--- config.mk ---
export PLATFORM = sky130hd
export DESIGN_NAME = cu_rr_pick
export DESIGN_NICKNAME = d
export VERILOG_FILES = /design/src/rtl/cu_sched_pkg.sv /design/src/rtl/cu_rr_pick.sv
export SDC_FILE = /design/constraint.sdc
export NUM_CORES = 1
export LEC_CHECK = 0
export CAP_MARGIN = 5
export CORE_AREA = 2 2 39 41
export DETAILED_ROUTE_END_ITERATION = 16
export DIE_AREA = 0 0 41 43
export PLACE_DENSITY_LB_ADDON = 0.25
export REMOVE_ABC_BUFFERS = 1
export SETUP_SLACK_MARGIN = 0.15
export SKIP_LAST_GASP = 1
export SLEW_MARGIN = 20
export SYNTH_ARGS = -nofsm -noshare
export SYNTH_HDL_FRONTEND = slang
export SYNTH_SLANG_ARGS = --single-unit
--- constraint.sdc ---
create_clock -name vclk -period 0.8
set_clock_uncertainty 0.1 [all_clocks]
set_input_delay 0.08 -clock vclk [all_inputs]
set_output_delay 0.08 -clock vclk [all_outputs]
set_load 0.01 [all_outputs]
--- src/rtl/cu_sched_pkg.sv ---
// Shared types and constants for the cu channel scheduler.
package cu_sched_pkg;

    localparam int NCH     = 4;
    localparam int SELW    = 2;
    localparam int TIMEOUT = 255;

    typedef enum logic [1:0] {
        IDLE  = 2'd0,
        ISSUE = 2'd1,
        WAIT  = 2'd2
    } sched_state_e;

    function automatic logic [NCH-1:0] sel_to_onehot(input logic [SELW-1:0] sel);
        logic [NCH-1:0] oh;
        oh      = '0;
        oh[sel] = 1'b1;
        return oh;
    endfunction

endpackage

--- src/rtl/cu_rr_pick.sv ---
// Round-robin picker: first eligible channel after ptr, wrapping, with ptr itself last.
module cu_rr_pick
    import cu_sched_pkg::*;
(
    input  logic [NCH-1:0]  elig,
    input  logic [SELW-1:0] ptr,
    output logic            any,
    output logic [SELW-1:0] pick
);

    logic [SELW-1:0] idx;
    logic            found;

    always_comb begin
        any   = |elig;
        pick  = ptr;
        found = 1'b0;
        idx   = ptr;
        for (int i = 1; i <= NCH; i++) begin
            idx = ptr + SELW'(i);
            if (!found && elig[idx]) begin
                pick  = idx;
                found = 1'b1;
            end
        end
    end

endmodule

==> impl_metrics.py, run 1 <==
metrics = {
    "synth": {
        "yosys_warnings": 0,
        "synthTopCellsByArea": "nand2_1, a21oi_1, mux2i_1",
        "postSynthCellCount": 14,
        "synth_top_cells_by_count": "nand2_1, a21oi_1, nor2_1",
        "synthDominantCellAreaShare": 0.207,
        "ys_seq_area_frac": 0,
        "synth_area_um2": 72.6,
        "yosysTopAreaCell": "nand2_1",
        "avgSynthCellArea_um2": 5.18,
        "ys_types": 9,
        "yosysMostFrequentCell": "nand2_1",
    },
    "status": {
        "status": "finished with violations",
        "violations": "setup timing",
    },
    "power_and_ir_drop": {
        "power_leakage_nw": 0.0862,
        "clockPowerShare": 0,
        "p_int_mw": 0.0535,
        "comb_power_share": 1.000,
        "power_switching_mw": 0.0479,
        "peakVddDrop_mv": 0.0849,
        "p_seq_frac": 0,
        "swShare": 0.472,
        "p_per_area_mw_per_mm2": 520,
    },
    "placed_design": {
        "pre_cts_slack_ps": -932,
        "place_congestion": 0.534,
        "port_buffers": 9,
    },
    "grt": {
        "grt_max_degree": 7,
        "grt_pass1_wl_um": 469,
        "track_usage": 0.0350,
        "grt_antenna_before_repair": 0,
        "grt_overflow": 0,
        "grt_pass1_vias": 128,
    },
    "timing": {
        "max_slew.worst_pin.slew_ps": 160,
        "relSlewSlack": 0.893,
        "fmax_mhz": 1130,
        "maxSlewViolCount": 0,
        "fin_crit_ps": 887,
        "grt_setup_unrepaired": "true",
        "hold_ws_ps": 391,
        "fin_crit_sh": 1.11,
        "setup_violations": 2,
        "finalSetupTns_ps": -138,
        "finalHoldViolCount": 0,
        "layout_setup_ws_ps": -86.7,
    },
    "route": {
        "antenna_left": 0,
        "wire_per_inst_um": 7.83,
        "route.detailed.drc": 0,
        "drt_iter0_markers": 0,
        "wirelength_um": 313,
        "viasPerCell": 3.40,
        "firstDrtPassIters": 1,
        "via_count": 136,
    },
    "worst_setup_path": {
        "cp_max_fo": 6,
        "cp-end-kind": "output pin",
        "critical_path_class": "primary input to output pin",
        "crit_required_ps": 620,
        "critPathLaunchType": "primary input",
        "cp.arrival_ps": 710,
    },
    "die": {
        "ios": 9,
        "rows": 14,
        "die_h_um": 43,
        "start_util": 0.0524,
        "fp.coreArea_mm2": 0.00138,
        "fp.dieW_um": 41,
        "dieArea_mm2": 0.00176,
    },
    "layout": {
        "fin_nets": 32,
        "register_area_um2": 0,
        "nClkBuffers": 0,
        "drive_gt1_frac": 0.583,
        "num_antenna_cells": 0,
        "multi_input_area_um2": 95.1,
        "n_fill_cell": 164,
        "areaGrowthSynthToFinish_pct": 169,
        "seq_cell_count": 0,
        "fin_util": 0.141,
    },
    "run": {
        "maxCapViolCount": 0,
    },
    "clock_network": {
        "cts_hold_buf": 0,
    },
    "worst_hold_path": {
        "hold_path_class": "primary input to output pin",
    },
}
==> critical path, cell delays in order <==
cell and delay (ps):
buf_8 110, nand2b_4 130, a32oi_1 180, nand2_1 70, buf_2 140
==> layout by cell type (no fill, tap or decap), drive strengths merged <==
cell type	n
inv	1
nor2	2
a21oi	2
mux2i	1
buf	10
nand2b	1
nor3	1
a31oi	1
a32oi	1
nand2	4
==> through the flow <==
stage                     total power, mW  instances  area, µm²
after global routing                0.112         40        195
after floorplan                    0.0313         14       72.6
final                               0.101         40        195
after detailed placement            0.102         40        190
after CTS                          0.0934         40        179
after global placement              0.102         40        190
==> per-layer routing <==
layer  vias up  wire length [µm]  track usage
li1         70                 -            -
met1        62               133       0.0443
met2         4               162       0.0656
met3         0                16            0
met4         0                 0            0
met5         -                 0            0
==> worst paths after layout <==
check  startpoint      end  cells past startpoint
min       elig[0]      any                      4
max        ptr[1]  pick[0]                      5
==> what timing repair did <==
action,4_1_cts,5_1_grt
setup endpoints to repair,3,3
buffers inserted,0,0
pin swaps,6,1
resized for setup,44,4
cloned,0,0
endpoints found under the hold margin,0,0
==> cell families after synthesis <==
family / Yosys count / synth area share
mux: 1 / 0.138
buf+inv: 1 / 0.0517
simple gates: 8 / 0.465
compound gates: 4 / 0.345
==> layout make-up <==
cell class / count / share of cell area
Timing Repair Buffer: 10 / 0.391
Tap cell: 16 / 0.103
Inverter: 1 / 0.0192
Multi-Input combinational cell: 13 / 0.487
==> power by group through the flow <==
| stage | clock network [mW] | registers [mW] | logic [mW] |
|---|---|---|---|
| 2_1_floorplan | 0 | 0 | 0.0313 |
| 4_1_cts | 0 | 0 | 0.0934 |
| 5_1_grt | 0 | 0 | 0.112 |
| 3_5_place_dp | 0 | 0 | 0.102 |
| 6_report | 0 | 0 | 0.101 |
| 3_3_place_gp | 0 | 0 | 0.102 |
No activity file was read; power rests on OpenSTA's default activity.
==> run 2, diff against run 1 <==
--- a/config.mk
+++ b/config.mk
@@ -5,7 +5,9 @@
 export SDC_FILE = /design/constraint.sdc
 export NUM_CORES = 1
 export LEC_CHECK = 0
-export CAP_MARGIN = 5
+export CAP_MARGIN = 10
+export CELL_PAD_IN_SITES_DETAIL_PLACEMENT = 1
+export CELL_PAD_IN_SITES_GLOBAL_PLACEMENT = 1
 export CORE_AREA = 2 2 39 41
 export DETAILED_ROUTE_END_ITERATION = 16
 export DIE_AREA = 0 0 41 43
==> impl_metrics.py, run 2 (synthesis gave the netlist of run 1 again) <==
metrics = {
    "status": {
        "status": "finished with violations",
        "violations": "setup timing",
    },
    "die": {
        "start_util": 0.0524,
        "die_h_um": 43,
        "rows": 14,
        "ios": 9,
        "fp.dieW_um": 41,
        "dieArea_mm2": 0.00176,
        "fp.coreArea_mm2": 0.00138,
    },
    "layout": {
        "drive_gt1_frac": 0.680,
        "register_area_um2": 0,
        "final_cell_mix": "buf_2, nand2_1, buf_6",
        "multi_input_area_um2": 103,
        "n_fill_cell": 172,
        "layout_commonest_cell": "buf_2",
        "nClkBuffers": 0,
        "fin_nets": 33,
        "areaGrowthSynthToFinish_pct": 197,
        "num_antenna_cells": 0,
        "seq_cell_count": 0,
        "final_cells": 41,
        "final_design_area_no_fill_um2": 215,
    },
    "worst_setup_path": {
        "cp_max_fo": 4,
        "crit_required_ps": 620,
        "cp.arrival_ps": 710,
        "critical_path_class": "primary input to output pin",
        "cp-startpoint": "ptr[0]",
        "cp-end-kind": "output pin",
        "critPathLaunchType": "primary input",
    },
    "route": {
        "antenna_left": 0,
        "route.detailed.drc": 0,
        "wirelength_um": 419,
        "viasPerCell": 3.51,
        "firstDrtPassIters": 1,
        "via_count": 144,
        "wire_per_inst_um": 10.2,
        "drt_iter0_markers": 0,
    },
    "power_and_ir_drop": {
        "peakVddDrop_mv": 0.0958,
        "p_int_mw": 0.0614,
        "swShare": 0.470,
        "clockPowerShare": 0,
        "power_leakage_nw": 0.0939,
        "p_seq_frac": 0,
        "comb_power_share": 1.000,
        "power_switching_mw": 0.0545,
        "p_per_area_mw_per_mm2": 538,
    },
    "timing": {
        "relSlewSlack": 0.866,
        "fmax_mhz": 1120,
        "finalHoldViolCount": 0,
        "fin_crit_ps": 892,
        "grt_setup_unrepaired": "true",
        "finalSetupTns_ps": -136,
        "fin_crit_sh": 1.12,
        "maxSlewViolCount": 0,
        "setup_violations": 2,
        "max_slew.worst_pin.slew_ps": 195,
        "layout_setup_ws_ps": -92.5,
    },
    "placed_design": {
        "place_congestion": 0.586,
        "port_buffers": 9,
        "placed_area_um2": 190,
        "hpwl_um": 270,
        "dp_cells": 40,
        "pre_cts_slack_ps": -915,
    },
    "run": {
        "maxCapViolCount": 0,
    },
    "grt": {
        "track_usage": 0.0529,
        "grt_pass1_wl_um": 683,
        "grt_antenna_before_repair": 0,
        "grt_pass1_vias": 170,
        "grt_max_degree": 7,
        "grt_overflow": 0,
    },
    "worst_hold_path": {
        "hold_start": "elig[0]",
        "hold_path_class": "primary input to output pin",
    },
    "clock_network": {
        "cts_hold_buf": 0,
    },
}
==> run 2: changes by cell type in the layout (fill, tap and decap cells not counted) <==
cell      previous run  this run
a32oi_1              1         0
a32oi_2              0         1
buf_2                7         5
buf_4                0         1
buf_6                1         3
buf_8                2         1
clkbuf_4             0         1
nor2_2               0         1
nor2_4               2         1
nor3_1               1         0
nor3_2               0         1
==> run 2: worst max-delay path: stages <==
cell and delay [ps]:
clkbuf_4 140, mux2i_1 100, a32oi_2 190, nand2_1 70, buf_2 140
==> run 2: cell type report <==
cell class | instances | area share
multi-input combinational | 13 | 0.477
tap | 16 | 0.0930
timing repair buffer | 11 | 0.413
inverter | 1 | 0.0174
==> run 2: path summary, 6_finish.rpt <==
check / end / slack [ps] / cells past startpoint
worst min-delay path: any / 340 / 4
worst max-delay path: pick[0] / -90 / 5
==> run 2: metal layers <==
metal  GRT usage  vias to the layer above  part of all wire
met5           0                        -                 0
met4           0                        0                 0
met3           0                        0             0.062
met2      0.0844                        9              0.43
met1      0.0823                       63              0.51
li1            -                       72                 -
==> run 2: power by group through the flow <==
stage	clock, mW	sequential (mW)	combinational, mW
final	0	0	0.116
after global routing	0	0	0.128
after CTS	0	0	0.102
after detailed placement	0	0	0.102
after global placement	0	0	0.101
after floorplan	0	0	0.0313
==> run 2: through the flow <==
| stage | power [mW] | utilization | hold WS (ps) |
|---|---|---|---|
| after global routing | 0.128 | 0.156 | 382 |
| after CTS | 0.102 | 0.140 | 389 |
| after detailed placement | 0.102 | 0.137 | 1140 |
| final | 0.116 | 0.156 | 344 |
| after floorplan | 0.0313 | - | 171 |
| after global placement | 0.101 | 0.137 | 1120 |
==> run 2: repair_timing <==
action / in CTS / in global routing
gates resized for setup: 46 / 5
pin swaps: 6 / 4
setup endpoints to repair: 3 / 3
setup buffers: 1 / 0
